$ cat src/rtl/seq_mul_div_if.sv
// Handshake and result bundle for the sequential multiply/divide unit.
//   start, op           request strobe and operation select (0 = mul, 1 = div)
//   operand_a           multiplicand / dividend (Y register), signed
//   operand_b           multiplier / divisor (bus), signed
//   busy, done          unit is iterating / one-cycle result-valid pulse
//   div_by_zero         divide with a zero divisor, raised together with done
//   z_hi, z_lo          mul: product high/low halves; div: remainder/quotient
// The master modport drives requests; the slave modport is the unit itself.
interface seq_mul_div_if #(
  parameter int WIDTH = 32
);
  logic             start;
  logic             op;
  logic [WIDTH-1:0] operand_a;
  logic [WIDTH-1:0] operand_b;
  logic             busy;
  logic             done;
  logic             div_by_zero;
  logic [WIDTH-1:0] z_hi;
  logic [WIDTH-1:0] z_lo;

  modport master (
    output start, op, operand_a, operand_b,
    input  busy, done, div_by_zero, z_hi, z_lo
  );

  modport slave (
    input  start, op, operand_a, operand_b,
    output busy, done, div_by_zero, z_hi, z_lo
  );
endinterface

$ cat src/rtl/seq_mul_div.sv
// Multi-cycle signed multiply/divide unit for MUL and DIV instructions.
// Multiply is radix-2 Booth and divide is restoring division on magnitudes,
// both retiring one iteration per clock (WIDTH iterations), followed by a
// fix-up cycle that writes the 2*WIDTH-bit result into z_hi/z_lo.
// Ports:
//   clk   system clock, rising edge
//   clr   asynchronous active-high reset; aborts any operation in flight
//   bus   seq_mul_div_if slave: start/op/operand_a/operand_b in,
//         busy/done/div_by_zero/z_hi/z_lo out
module seq_mul_div #(
  parameter int WIDTH = 32
) (
  input  logic          clk,
  input  logic          clr,
  seq_mul_div_if.slave  bus
);

  localparam int CW = $clog2(WIDTH);

  typedef enum logic [1:0] {IDLE, RUN, FIX, DONE} state_t;

  state_t state, state_next;

  logic [CW-1:0]           count;
  logic                    op_q;
  logic                    neg_q;
  logic                    neg_r;
  logic                    q_1;
  logic                    dbz;
  logic signed [WIDTH:0]   acc;      // Booth accumulator / division partial remainder
  logic signed [WIDTH:0]   m;        // multiplicand (sign-extended) or |divisor|
  logic [WIDTH-1:0]        qreg;     // multiplier bits / dividend-then-quotient bits
  logic [WIDTH-1:0]        z_hi;
  logic [WIDTH-1:0]        z_lo;

  logic                    accept;
  logic                    div_zero_req;
  logic signed [WIDTH:0]   booth_sum;
  logic [WIDTH:0]          rem_sh;
  logic [WIDTH:0]          trial;

  function automatic logic [WIDTH-1:0] mag(input logic [WIDTH-1:0] x);
    // Two's-complement negation of INT_MIN yields INT_MIN, which read as
    // unsigned is exactly its magnitude.
    return x[WIDTH-1] ? (~x + 1'b1) : x;
  endfunction

  function automatic logic [WIDTH-1:0] cond_neg(input logic [WIDTH-1:0] x,
                                                 input logic neg);
    return neg ? (~x + 1'b1) : x;
  endfunction

  assign accept       = (state == IDLE) && bus.start;
  assign div_zero_req = bus.op && (bus.operand_b == '0);

  always_ff @(posedge clk or posedge clr) begin
    if (clr) state <= IDLE;
    else     state <= state_next;
  end

  always_comb begin
    state_next = state;
    case (state)
      IDLE:    if (bus.start) state_next = div_zero_req ? DONE : RUN;
      RUN:     if (count == '0) state_next = FIX;
      FIX:     state_next = DONE;
      DONE:    state_next = IDLE;
      default: state_next = IDLE;
    endcase
  end

  // One iteration of each algorithm, evaluated from the current registers.
  always_comb begin
    booth_sum = acc;
    case ({qreg[0], q_1})
      2'b01:   booth_sum = acc + m;
      2'b10:   booth_sum = acc - m;
      default: booth_sum = acc;
    endcase
    rem_sh = {acc[WIDTH-1:0], qreg[WIDTH-1]};
    trial  = rem_sh - $unsigned(m);
  end

  always_ff @(posedge clk or posedge clr) begin
    if (clr) begin
      count <= '0;
      op_q  <= 1'b0;
      neg_q <= 1'b0;
      neg_r <= 1'b0;
      q_1   <= 1'b0;
      dbz   <= 1'b0;
      acc   <= '0;
      m     <= '0;
      qreg  <= '0;
      z_hi  <= '0;
      z_lo  <= '0;
    end else begin
      if (accept) begin
        dbz <= div_zero_req;
        if (div_zero_req) begin
          z_hi <= bus.operand_a;
          z_lo <= '1;
        end else begin
          op_q  <= bus.op;
          count <= CW'(WIDTH - 1);
          acc   <= '0;
          q_1   <= 1'b0;
          neg_q <= bus.operand_a[WIDTH-1] ^ bus.operand_b[WIDTH-1];
          neg_r <= bus.operand_a[WIDTH-1];
          if (bus.op) begin
            m    <= {1'b0, mag(bus.operand_b)};
            qreg <= mag(bus.operand_a);
          end else begin
            m    <= {bus.operand_a[WIDTH-1], bus.operand_a};
            qreg <= bus.operand_b;
          end
        end
      end else if (state == RUN) begin
        count <= count - CW'(1);
        if (!op_q) begin
          // Arithmetic shift of {acc, qreg, q_1} right by one.
          acc  <= booth_sum >>> 1;
          qreg <= {booth_sum[0], qreg[WIDTH-1:1]};
          q_1  <= qreg[0];
        end else if (!trial[WIDTH]) begin
          acc  <= $signed(trial);
          qreg <= {qreg[WIDTH-2:0], 1'b1};
        end else begin
          acc  <= $signed(rem_sh);
          qreg <= {qreg[WIDTH-2:0], 1'b0};
        end
      end else if (state == FIX) begin
        if (!op_q) begin
          z_hi <= acc[WIDTH-1:0];
          z_lo <= qreg;
        end else begin
          // Quotient truncates toward zero; remainder follows the dividend.
          z_hi <= cond_neg(acc[WIDTH-1:0], neg_r);
          z_lo <= cond_neg(qreg, neg_q);
        end
      end
    end
  end

  assign bus.busy        = (state == RUN) || (state == FIX);
  assign bus.done        = (state == DONE);
  assign bus.div_by_zero = dbz;
  assign bus.z_hi        = z_hi;
  assign bus.z_lo        = z_lo;

endmodule
$ cat src/flat_wrapper.sv
// flat-port wrapper written by rule: the top's interface ports become plain ports
module seq_mul_div_flat 
#(
  parameter int WIDTH = 32
)
  (clk, clr, bus_start, bus_op, bus_operand_a, bus_operand_b, bus_busy, bus_done, bus_div_by_zero, bus_z_hi, bus_z_lo);
  seq_mul_div_if #(.WIDTH(WIDTH)) bus_i ();
  input  logic clk;
  input  logic clr;
  input wire logic [$bits(bus_i.start)-1:0] bus_start;
  input wire logic [$bits(bus_i.op)-1:0] bus_op;
  input wire logic [$bits(bus_i.operand_a)-1:0] bus_operand_a;
  input wire logic [$bits(bus_i.operand_b)-1:0] bus_operand_b;
  output wire logic [$bits(bus_i.busy)-1:0] bus_busy;
  output wire logic [$bits(bus_i.done)-1:0] bus_done;
  output wire logic [$bits(bus_i.div_by_zero)-1:0] bus_div_by_zero;
  output wire logic [$bits(bus_i.z_hi)-1:0] bus_z_hi;
  output wire logic [$bits(bus_i.z_lo)-1:0] bus_z_lo;
  assign bus_i.start = bus_start;
  assign bus_i.op = bus_op;
  assign bus_i.operand_a = bus_operand_a;
  assign bus_i.operand_b = bus_operand_b;
  assign bus_busy = bus_i.busy;
  assign bus_done = bus_i.done;
  assign bus_div_by_zero = bus_i.div_by_zero;
  assign bus_z_hi = bus_i.z_hi;
  assign bus_z_lo = bus_i.z_lo;
  seq_mul_div #(.WIDTH(WIDTH)) u_core (.clk(clk), .clr(clr), .bus(bus_i));
endmodule
$ cat config.mk
export PLATFORM = sky130hd
export DESIGN_NAME = seq_mul_div_flat
export DESIGN_NICKNAME = d
export VERILOG_FILES = /design/src/rtl/seq_mul_div_if.sv /design/src/rtl/seq_mul_div.sv /design/src/flat_wrapper.sv
export SDC_FILE = /design/constraint.sdc
export NUM_CORES = 1
export LEC_CHECK = 0
export CAP_MARGIN = 25
export CORE_MARGIN = 1.5
export CORE_UTILIZATION = 36
export CTS_BUF_LIST = sky130_fd_sc_hd__clkbuf_8 sky130_fd_sc_hd__clkbuf_16
export DETAILED_ROUTE_END_ITERATION = 7
export HOLD_SLACK_MARGIN = 0.1
export PLACE_DENSITY_LB_ADDON = 0.08
export SLEW_MARGIN = 20
export SYNTH_ARGS = -nofsm -noshare
export SYNTH_HDL_FRONTEND = slang
export SYNTH_SLANG_ARGS = --single-unit
export TNS_END_PERCENT = 100
$ cat constraint.sdc
create_clock -name clk -period 14.7 [get_ports clk]
set_input_delay 4.41 -clock clk [delete_from_list [all_inputs] [get_ports clk]]
set_output_delay 4.41 -clock clk [all_outputs]
set_load 0.03 [all_outputs]
==> metrics.md <==
| Metric | Value |
|---|---|
| Critical path arrival | `between 8 and 9 ns` |
| H-tree levels | `4` |
| Core area | `between 40000 and 50000 µm²` |
| Total GRT Usage | `approximately a quarter` |
| CTS tree | `yes` |
| Cell variety after synth | `80` |
| Gate Count Post-Synth | `about 2000` |
| RSZ-0062 raised after global routing | `false` |
| GRT Residual Overflow | `0` |
| Routability Congestion | `about 0.93` |
| Register area share after synthesis | `approximately 28%` |
| Worst Setup Start Kind | `input port` |
| Clock buffer depth | `2` |
| Slew @ Worst Pin | `1.11 ns` |
| Syn_nets | `2191` |
| Outcome | `complete, no violations` |
| Period utilization | `a little under three fifths` |
| PD cells | `roughly 280 nW/µm²` |
| Initial Utilization | `a little under two fifths` |
| ANT cells | `0` |
| Hold-fix buffers, CTS | `0` |
| DRT Wirelength | `around 54 mm` |
| Fin worst setup slack | `about 6.4 ns` |
| Worst hold path class | `reg2reg` |
| Area growth, synth to finish | `14.8%` |
| Critical Path RT | `roughly 15 ns` |
| Ports | `135` |
| Initial antenna violation count | `0` |
| Netlist area before placement | `15500 µm²` |
| Die X | `between 200 and 250 µm` |
| Post-route ant nets | `0` |
| First-pass GRT wire length | `between 80 and 90 mm` |
| Setup bufs post-CTS | `0` |
| Clock-pin slew on the worst setup and hold paths | `roughly 0.07 ns` |
| WL per Instance | `just over 20 µm` |
| Slew Viols, Final | `0` |
| DR vias | `between 15000 and 20000` |
| Proportion of layout cells with a drive suffix above 1 | `4.20%` |
| Top post-synthesis cells by area | `dfrtp_1 (28%), o21ai_0 (7.3%), nand2_1 (6.3%)` |
| Crit Path Class | `in2reg` |
| Final min period | `between 8 and 9 ns` |
| Clk sinks | `roughly 170` |
| Layout fillers | `4395` |
| Fmax | `approximately 120 MHz` |
| Crit path max fanout | `66` |
| Share of the synthesized area in the top cell type | `between 20% and 30%` |
| Dpl ws | `between 6 and 7 ns` |
| Yosys top cell by area | `dfrtp_1` |
| Setup_tns | `0 ns` |
| IO buf count | `~130` |
| R2R setup slack | `around 9.5 ns` |
| Via density | `about 5.7` |
| First drt pass iteration count | `5` |
| Main flop type after synthesis | `dfrtp_1` |
| Synth Warn # | `0` |
| Dpl hpwl | `~40 mm` |
| Clock Latency Late Sink | `0.47 ns` |
| DRC violations left | `0` |
| Clock skew | `~0.012 ns` |
| # nets final | `2231` |
| Worst IR Drop VDD | `approximately 0.13 mV` |
| Core Util, Final | `between 40 and 50%` |
| Max-cap viol count | `0` |
| Initial DRC count | `between 1000 and 1500` |
| Post-synth EDFFs | `0` |
| Die Y | `about 210 µm` |
| Multi-input logic area | `just over 10000 µm²` |
| Number of global-route vias before repair | `around 14000` |
| Setup violators final | `0` |
| Row cnt | `75` |
| Register Area | `4360 µm²` |
| FFs w/ async S/R, synth | `100%` |
| Die footprint | `between 40000 and 50000 µm²` |
| Post-CTS sizing | `0` |
| Setup crit end kind | `flop` |
| Pin count of the biggest net entering global routing | `a little over 100` |
| Slew margin rel. | `about a quarter` |
| Synth Register Bits | `~170` |
| Mapped Avg Cell Area | `about 7.6 µm²` |
| Final hold vios | `0` |
| CTS Root Cell | `clkbuf_16` |
| Number of buffers created by CTS | `17` |
| Leakage | `7.41 nW` |
## flip-flops by register name (all words and copies together) (netlist names)
register,cells
u_core.qreg,32
u_core.state,2
u_core.bus.z_lo,32
u_core.m,33
u_core.count,5
u_core.bus.z_hi,32
u_core.neg_q,1
u_core.acc,33
u_core.bus.div_by_zero,1
u_core.op_q,1
u_core.q_1,1
u_core.neg_r,1
## power breakdown
part | internal (mW) | switching [mW] | total, mW
logic | 1.33 | 2.09 | 3.42
clock network | 0.293 | 0.228 | 0.520
registers | 0.692 | 0.310 | 1.00
## cell usage after synthesis, drive strengths merged (19+ instances only)
cell type and count:
a21o 24, a21oi 183, a31oi 53, buf 38, clkbuf 94, dfrtp 174, ha 77, inv 69
mux2i 46, nand2 263, nand2b 21, nand3 39, nor2 188, nor3 34, nor4 19, o211ai 22
o21ai 262, o31ai 27, or3 20, xnor2 101, xor2 101
## cell type report
class	instances	area share (%)
Multi-Input combinational cell	1668	58.3
Sequential cell	174	24.5
Timing Repair Buffer	153	8.33
Tap cell	539	3.79
Clock buffer	18	2.47
Inverter	70	1.52
Clock inverter	14	1.14
## worst max-delay path, cell delays in order
cell and delay (ns):
clkdlybuf4s50_1 0.46, inv_1 0.10, ha_1 0.17, nor2b_1 0.30, nand2_1 0.16, nor3_1 0.61, nand4b_1 0.39, or4_4 0.57
a21oi_4 0.16, buf_4 0.64, o21ai_4 0.09, buf_4 0.32, nand2_1 0.14, o21ai_1 0.07
## cells by family (layout without fill, tap and decap cells)
kind of cell | Yosys count | after routing | synth area share (%)
AO/OA/AOI/OAI | 679 | 679 | 26.2
XOR/XNOR | 202 | 202 | 11.4
adder cells (fa/ha/maj) | 79 | 79 | 6.48
buffers and inverters | 202 | 255 | 5.22
flip-flops | 174 | 174 | 28.1
multiplexers | 51 | 51 | 3.33
AND/OR/NAND/NOR | 657 | 657 | 19.3
## layer usage
metal	vias to the layer above	share of wire, %	GRT usage, %
li1	7353	-	-
met1	7254	48	34.4
met2	369	46	39.9
met3	49	4.3	3.53
met4	0	1.7	5.71
met5	-	0	0
## cells in the final DEF, fill, tap and decap left out, types with 34 or more instances in the layout
cell,netlist,final
a31oi_1,52,52
dfrtp_1,174,173
o21ai_0,226,226
o21ai_1,35,34
xor2_1,101,101
xnor2_1,101,101
nand2_1,260,260
nand3_1,38,38
ha_1,77,77
nor2_1,187,186
clkdlybuf4s50_1,0,133
mux2i_1,46,46
inv_1,69,68
a21oi_1,182,182
## per-stage QoR
step | area (µm²) | power [mW] | instances | hold slack (ns)
3_3_place_gp | 17100 | 4.37 | 2604 | 0.468
5_1_grt | 17800 | 5.36 | 2636 | 0.496
3_5_place_dp | 17100 | 4.39 | 2604 | 0.471
6_report | 17800 | 4.94 | 2636 | 0.484
4_1_cts | 17800 | 4.94 | 2636 | 0.488
2_1_floorplan | 15500 | 3.46 | 2044 | 0.450
## path summary, 6_finish.rpt
| kind | from | end | depth (start not counted) |
|---|---|---|---|
| setup / recovery | bus_operand_b[1] | u_core.bus.z_hi[8] | 14 |
| hold / removal | u_core.bus.div_by_zero | u_core.bus.div_by_zero | 2 |
| setup reg to reg | u_core.qreg[31] | u_core.acc[17] | 15 |
| hold reg to reg | u_core.bus.div_by_zero | u_core.bus.div_by_zero | 2 |
| max in group asynchronous | clr | u_core.op_q | 4 |
| min in group asynchronous | clr | u_core.bus.z_lo[26] | 2 |
(Power assumes the default switching activity.)
